--- src/rtl/drift_pkg.sv ---
// rtl/drift_pkg.sv - shared encodings for the drift score session sequencer
package drift_pkg;

    localparam logic [1:0] DISP_SCORE = 2'b00;
    localparam logic [1:0] DISP_SPEED = 2'b01;
    localparam logic [1:0] DISP_RANGE = 2'b10;

    typedef enum logic [1:0] {
        ST_IDLE  = 2'b00,
        ST_RUN   = 2'b01,
        ST_PAUSE = 2'b10
    } session_state_t;

endpackage

--- src/rtl/drift_session_ctrl_if.sv ---
// rtl/drift_session_ctrl_if.sv - button inputs and session outputs of the sequencer
interface drift_session_ctrl_if;
    logic       i_tick;
    logic       i_start_stop;
    logic       i_speed_disp;
    logic       i_range_disp;
    logic       o_cnt_en;
    logic       o_score_clr;
    logic [1:0] o_disp_sel;
    logic [1:0] o_state;

    modport master (
        output i_tick, i_start_stop, i_speed_disp, i_range_disp,
        input  o_cnt_en, o_score_clr, o_disp_sel, o_state
    );

    modport slave (
        input  i_tick, i_start_stop, i_speed_disp, i_range_disp,
        output o_cnt_en, o_score_clr, o_disp_sel, o_state
    );
endinterface

--- src/rtl/btn_edge.sv ---
// rtl/btn_edge.sv - rising-edge detector for one debounced button level
// History resets to 1 so a button held through reset never yields a press.
module btn_edge (
    input  logic i_clk,
    input  logic i_rst,
    input  logic level,
    output logic press
);

    logic prev;

    always_ff @(posedge i_clk) begin
        if (i_rst) begin
            prev <= 1'b1;
        end else begin
            prev <= level;
        end
    end

    assign press = level & ~prev;

endmodule

--- src/rtl/drift_session_ctrl.sv ---
// rtl/drift_session_ctrl.sv - session FSM, long-press abort and timed display override
module drift_session_ctrl
    import drift_pkg::*;
#(
    parameter int unsigned DISP_HOLD_TICKS  = 3000,
    parameter int unsigned LONG_PRESS_TICKS = 2000,
    parameter int unsigned TICK_CNT_W       = 12
) (
    input  logic i_clk,
    input  logic i_rst,
    drift_session_ctrl_if.slave bus
);

    localparam int unsigned CNT_MAX = (1 << TICK_CNT_W) - 1;
    localparam bit PARAMS_OK = (DISP_HOLD_TICKS >= 1) && (LONG_PRESS_TICKS >= 1) &&
                               (DISP_HOLD_TICKS <= CNT_MAX) && (LONG_PRESS_TICKS <= CNT_MAX);

    localparam logic [TICK_CNT_W-1:0] HOLD_LOAD = TICK_CNT_W'(DISP_HOLD_TICKS);
    localparam logic [TICK_CNT_W-1:0] LP_SAT    = TICK_CNT_W'(LONG_PRESS_TICKS);
    localparam logic [TICK_CNT_W-1:0] LP_LAST   = TICK_CNT_W'(LONG_PRESS_TICKS - 1);
    localparam logic [TICK_CNT_W-1:0] CNT_ONE   = TICK_CNT_W'(1);

    session_state_t        state;
    logic [TICK_CNT_W-1:0] lp_cnt;
    logic [TICK_CNT_W-1:0] hold_cnt;
    logic                  cnt_en;
    logic                  score_clr;
    logic [1:0]            disp_sel;

    logic ss_press;
    logic speed_press;
    logic range_press;
    logic lp_fire;

    btn_edge u_edge_ss (
        .i_clk (i_clk),
        .i_rst (i_rst),
        .level (bus.i_start_stop),
        .press (ss_press)
    );

    btn_edge u_edge_speed (
        .i_clk (i_clk),
        .i_rst (i_rst),
        .level (bus.i_speed_disp),
        .press (speed_press)
    );

    btn_edge u_edge_range (
        .i_clk (i_clk),
        .i_rst (i_rst),
        .level (bus.i_range_disp),
        .press (range_press)
    );

    // Fires only on the tick that brings the held count up to the threshold;
    // once saturated the compare no longer matches until release.
    assign lp_fire = bus.i_start_stop && bus.i_tick && (lp_cnt == LP_LAST);

    always_ff @(posedge i_clk) begin
        if (i_rst) begin
            state     <= ST_IDLE;
            cnt_en    <= 1'b0;
            score_clr <= 1'b0;
            disp_sel  <= DISP_SCORE;
            lp_cnt    <= '0;
            hold_cnt  <= '0;
        end else begin
            score_clr <= 1'b0;

            if (!bus.i_start_stop) begin
                lp_cnt <= '0;
            end else if (bus.i_tick && (lp_cnt != LP_SAT)) begin
                lp_cnt <= lp_cnt + CNT_ONE;
            end

            if (lp_fire && (state != ST_IDLE)) begin
                state     <= ST_IDLE;
                cnt_en    <= 1'b0;
                score_clr <= 1'b1;
            end else if (ss_press) begin
                case (state)
                    ST_IDLE: begin
                        state     <= ST_RUN;
                        cnt_en    <= 1'b1;
                        score_clr <= 1'b1;
                    end
                    ST_RUN: begin
                        state  <= ST_PAUSE;
                        cnt_en <= 1'b0;
                    end
                    default: begin
                        state  <= ST_RUN;
                        cnt_en <= 1'b1;
                    end
                endcase
            end

            // start_stop cancel beats a display press; a press reload beats a tick.
            if (ss_press) begin
                disp_sel <= DISP_SCORE;
                hold_cnt <= '0;
            end else if (range_press) begin
                disp_sel <= DISP_RANGE;
                hold_cnt <= HOLD_LOAD;
            end else if (speed_press) begin
                disp_sel <= DISP_SPEED;
                hold_cnt <= HOLD_LOAD;
            end else if (bus.i_tick && (hold_cnt != '0)) begin
                hold_cnt <= hold_cnt - CNT_ONE;
                if (hold_cnt == CNT_ONE) begin
                    disp_sel <= DISP_SCORE;
                end
            end
        end
    end

    always_ff @(posedge i_clk) begin
        if (i_rst) begin
            assert (PARAMS_OK)
            else $error("drift_session_ctrl: tick parameters out of range for TICK_CNT_W");
        end
    end

    assign bus.o_state     = state;
    assign bus.o_cnt_en    = cnt_en;
    assign bus.o_score_clr = score_clr;
    assign bus.o_disp_sel  = disp_sel;

endmodule

--- src/flat_wrapper.sv ---
// flat-port wrapper written by rule: the top's interface ports become plain ports
module drift_session_ctrl_flat import drift_pkg::*;
#(
    parameter int unsigned DISP_HOLD_TICKS  = 3000,
    parameter int unsigned LONG_PRESS_TICKS = 2000,
    parameter int unsigned TICK_CNT_W       = 12
)
  (i_clk, i_rst, bus_i_tick, bus_i_start_stop, bus_i_speed_disp, bus_i_range_disp, bus_o_cnt_en, bus_o_score_clr, bus_o_disp_sel, bus_o_state);
  drift_session_ctrl_if bus_i ();
  input  logic i_clk;
  input  logic i_rst;
  input wire logic [$bits(bus_i.i_tick)-1:0] bus_i_tick;
  input wire logic [$bits(bus_i.i_start_stop)-1:0] bus_i_start_stop;
  input wire logic [$bits(bus_i.i_speed_disp)-1:0] bus_i_speed_disp;
  input wire logic [$bits(bus_i.i_range_disp)-1:0] bus_i_range_disp;
  output wire logic [$bits(bus_i.o_cnt_en)-1:0] bus_o_cnt_en;
  output wire logic [$bits(bus_i.o_score_clr)-1:0] bus_o_score_clr;
  output wire logic [$bits(bus_i.o_disp_sel)-1:0] bus_o_disp_sel;
  output wire logic [$bits(bus_i.o_state)-1:0] bus_o_state;
  assign bus_i.i_tick = bus_i_tick;
  assign bus_i.i_start_stop = bus_i_start_stop;
  assign bus_i.i_speed_disp = bus_i_speed_disp;
  assign bus_i.i_range_disp = bus_i_range_disp;
  assign bus_o_cnt_en = bus_i.o_cnt_en;
  assign bus_o_score_clr = bus_i.o_score_clr;
  assign bus_o_disp_sel = bus_i.o_disp_sel;
  assign bus_o_state = bus_i.o_state;
  drift_session_ctrl #(.DISP_HOLD_TICKS(DISP_HOLD_TICKS), .LONG_PRESS_TICKS(LONG_PRESS_TICKS), .TICK_CNT_W(TICK_CNT_W)) u_core (.i_clk(i_clk), .i_rst(i_rst), .bus(bus_i));
endmodule
--- config.mk ---
export PLATFORM = sky130hd
export DESIGN_NAME = drift_session_ctrl_flat
export DESIGN_NICKNAME = d
export VERILOG_FILES = /design/src/rtl/drift_pkg.sv /design/src/rtl/drift_session_ctrl_if.sv /design/src/rtl/btn_edge.sv /design/src/rtl/drift_session_ctrl.sv /design/src/flat_wrapper.sv
export SDC_FILE = /design/constraint.sdc
export NUM_CORES = 1
export LEC_CHECK = 0
export CAP_MARGIN = 30
export CORE_MARGIN = 3
export CORE_UTILIZATION = 55
export CTS_CLUSTER_DIAMETER = 50
export DETAILED_ROUTE_END_ITERATION = 12
export PLACE_DENSITY = 0.86
export SLEW_MARGIN = 20
export SYNTH_ARGS = -nofsm -noshare
export SYNTH_HDL_FRONTEND = slang
export SYNTH_HIERARCHICAL = 1
export SYNTH_SLANG_ARGS = --single-unit
--- constraint.sdc ---
create_clock -name i_clk -period 4.6 [get_ports i_clk]
set_input_delay 0.46 -clock i_clk [delete_from_list [all_inputs] [get_ports i_clk]]
set_output_delay 0.46 -clock i_clk [all_outputs]
set_load 0.05 [all_outputs]
==> flow_summary.toml <==
[route]
starting_drc_count_in_detailed_routing = 28
drt-wirelength-per-cell_um = 14.9
residual_drc = 0
routed_wl_um = 3170
drt-vias-per-instance = 6.13
final_antenna_net_count = 0
drt_pass1_iterations = 4
route.vias.total = 1306

[setup_path]
crit_path_start_kind = "register"
critical_path_peak_fanout = 5
worst-endpoint-required_ns = 4.14
timing.critical_path.max_delay_family = "buffers and inverters"
cp_cell_sequence = "clkdlybuf4s50_1"
cp_data_arrival_time_ns = 1.61
rr_worst_depth = 4
path_buf_inv = 1
timing.rr.end = "u_core/hold_cnt[5]$_SDFFE_PP0P_"
critical_path.endpoint_type = "primary output"
cp_slowest_stage_delay_ns = 0.84
timing.setup.critical_path_class = "register to primary output"
reg_to_reg_startpoint = "u_core/hold_cnt[4]$_SDFFE_PP0P_"
critPathSlowestCell = "sky130_fd_sc_hd__clkdlybuf4s50_1"
slack_of_the_worst_reg_to_reg_path_ns = 2.67

[die]
die_y_um = 58.6
effective_utilization_at_floorplan_pct = 59.9
die_w_um = 58.6
placeableCoreArea_um2 = 2540
io_pins = 12
floorplan.die_area_um2 = 3440
core.rowCount = 18

[synthesis]
syn_inst = 169
synth_top_flop_cell = "sky130_fd_sc_hd__dfxtp_1"
synth-adder-area-share_pct = 3.28
synthDistinctLibCells = 42
synth.top_cells.by_area = "sky130_fd_sc_hd__dfxtp_1 (42%), sky130_fd_sc_hd__xor2_1 (5.2%), sky130_fd_sc_hd__nor2_1 (4.4%), sky130_fd_sc_hd__ha_1 (3.3%), sky130_fd_sc_hd__a31oi_1 (2.5%)"
synth_warnings = 6
synth_top_family_by_area = "simple AND/OR/NAND/NOR gates"
netlist.area_leader.share_pct = 42.0
synth-edff-count = 0
synth.mux.area_fraction_pct = 0.657
synth_compound_area_share_pct = 14.9
mappedNetlistArea_um2 = 1520
postSynthRegisterBits = 32
synth_simple_gate_area_share_pct = 27.8
syn_area_per_cell_um2 = 9.02
synth_xor_area_share_pct = 7.47
ys_seq_area_share_pct = 42.0
synthesis.nets = 179
post_synth_top_area_cell = "sky130_fd_sc_hd__dfxtp_1"
synthArstFlopShare_pct = 0

[clocking]
cts_max_path_buffers = 2
cts_root_buffer = "sky130_fd_sc_hd__clkbuf_4"
cts_setup_buffers = 0
path_clk_slew_ns = 0.11
cts_tree = "yes"
htreeDepth = 2
postCtsHoldBufs = 0
post_cts.resized_instances = 0
numClockSinks = 32
clock_latency_ns = 0.35
cts_buffer_count = 5

[flow_run]
max-cap-violations = 0

[timing]
post-route-period-util_pct = 44.9
hold_viol_final = 0
drv_slew = 0
slew_hr_pct = 57.5
tightest_slew_ns = 0.632
worst_clock_skew_ns = 0.0130
clock.fmax_ghz = 0.484
finalSetupTns_ns = 0
grt_setup_unrepaired = "false"
fin_hold_ws_ns = 0.498
post_layout_min_period_ns = 2.07
timing.final.setup_violations = 0

[grt]
antenna_found_initial = 0
grt_pass1_vias = 1271
grt_pass1_wl_um = 5490
grt_max_degree = 13
groute.usage.overall_pct = 21.4
grt_overflow = 0

[placement]
hpwl_um = 2210
buffer_ports.inserted = 11
gp_congestion = 0.813

[power_and_ir_drop]
vdd.ir_drop.worst_v = 0.000320
cellPowerDensity_nw_per_um2 = 386
power.leakage_nw = 0.596

[cells_and_area]
syn_to_final_growth_pct = 13.4
final_util_pct = 67.9
finish.net_count = 192
antenna_cells_inserted = 0
final_layout_size_suffix_gt1_share_pct = 8.20

[min_path]
min_from = "u_core/lp_cnt[11]$_SDFFE_PP0P_"
hold_end = "u_core/lp_cnt[11]$_SDFFE_PP0P_"
hold_class = "register to register"
holdPathStages = 2

[outcome]
status = "finished clean"
## cell usage after synthesis (5+ instances only)
library cell              number
sky130_fd_sc_hd__dfxtp_1      32
sky130_fd_sc_hd__or4_1         5
sky130_fd_sc_hd__nand3_1       6
sky130_fd_sc_hd__xor2_1        9
sky130_fd_sc_hd__inv_1         9
sky130_fd_sc_hd__nor2_1       18
sky130_fd_sc_hd__a31oi_1       6
sky130_fd_sc_hd__or3_1         6
sky130_fd_sc_hd__a21oi_1       7
sky130_fd_sc_hd__nand4_1       6
## metal layers
layer  GRT usage (%)  routed length, µm
met4            12.0                 67
met5               0                  0
met3            6.80                160
met1            23.8               1360
met2            36.0               1580
## placed cells by master (no fill, tap or decap), types with 6 or more instances in the layout
cell type,instances
sky130_fd_sc_hd__dfxtp_1,32
sky130_fd_sc_hd__nor2_1,18
sky130_fd_sc_hd__clkdlybuf4s50_1,11
sky130_fd_sc_hd__inv_1,9
sky130_fd_sc_hd__xor2_1,9
sky130_fd_sc_hd__a21oi_1,7
sky130_fd_sc_hd__nand3_1,6
sky130_fd_sc_hd__or3_1,6
sky130_fd_sc_hd__nand4_1,6
sky130_fd_sc_hd__a31oi_1,6
## through the flow
stage	std cells	area (µm²)	power, mW	worst slack [ns]
2_1_floorplan	169	1520	0.424	2.87
3_3_place_gp	205	1650	0.444	2.33
3_5_place_dp	205	1650	0.453	2.27
4_1_cts	213	1730	0.671	2.51
5_1_grt	213	1730	0.704	2.44
6_report	213	1730	0.667	2.53
## power breakdown
group / internal [mW] / switching (mW) / total (mW)
clock network: 0.113 / 0.105 / 0.218
registers: 0.296 / 0.0231 / 0.319
logic: 0.0533 / 0.0773 / 0.131
## registers in the layout, indices dropped and copies added, names as in the netlist
signal / flops
u_core/hold_cnt: 12
u_core/lp_cnt: 12
u_core/bus.o_disp_sel: 2
u_core/bus.o_state: 2
u_core/bus.o_score_clr: 1
u_core/u_edge_range/prev: 1
u_core/u_edge_speed/prev: 1
u_core/u_edge_ss/prev: 1
## kinds of logic after synthesis
family          count (synthesis)
mux                             1
xor+xnor                       13
flops                          32
buf+inv                        14
compound gates                 31
simple gates                   74
fa+ha+maj                       4
## worst max path at each step
stage	cells past startpoint	to	slack, ns	from
after floorplan	5	u_core/hold_cnt[5]$_SDFFE_PP0P_	2.87	u_core/hold_cnt[4]$_SDFFE_PP0P_
after global placement	5	u_core/hold_cnt[5]$_SDFFE_PP0P_	2.33	bus_i_tick
after detailed placement	5	u_core/hold_cnt[9]$_SDFFE_PP0P_	2.27	bus_i_tick
after CTS	1	bus_o_state[1]	2.51	u_core/bus.o_state[1]$_SDFFE_PP0P_
after global routing	1	bus_o_state[1]	2.44	u_core/bus.o_state[1]$_SDFFE_PP0P_
final	1	bus_o_state[1]	2.53	u_core/bus.o_state[1]$_SDFFE_PP0P_
## cell type report
class | count | area [µm²]
Clock inverter | 3 | 42.5
Tap cell | 30 | 37.5
Fill cell | 202 | 817
Sequential cell | 32 | 641
Inverter | 9 | 33.8
Clock buffer | 5 | 37.5
Timing Repair Buffer | 11 | 110
Multi-Input combinational cell | 123 | 826
No activity file was read; power rests on OpenSTA's default activity.
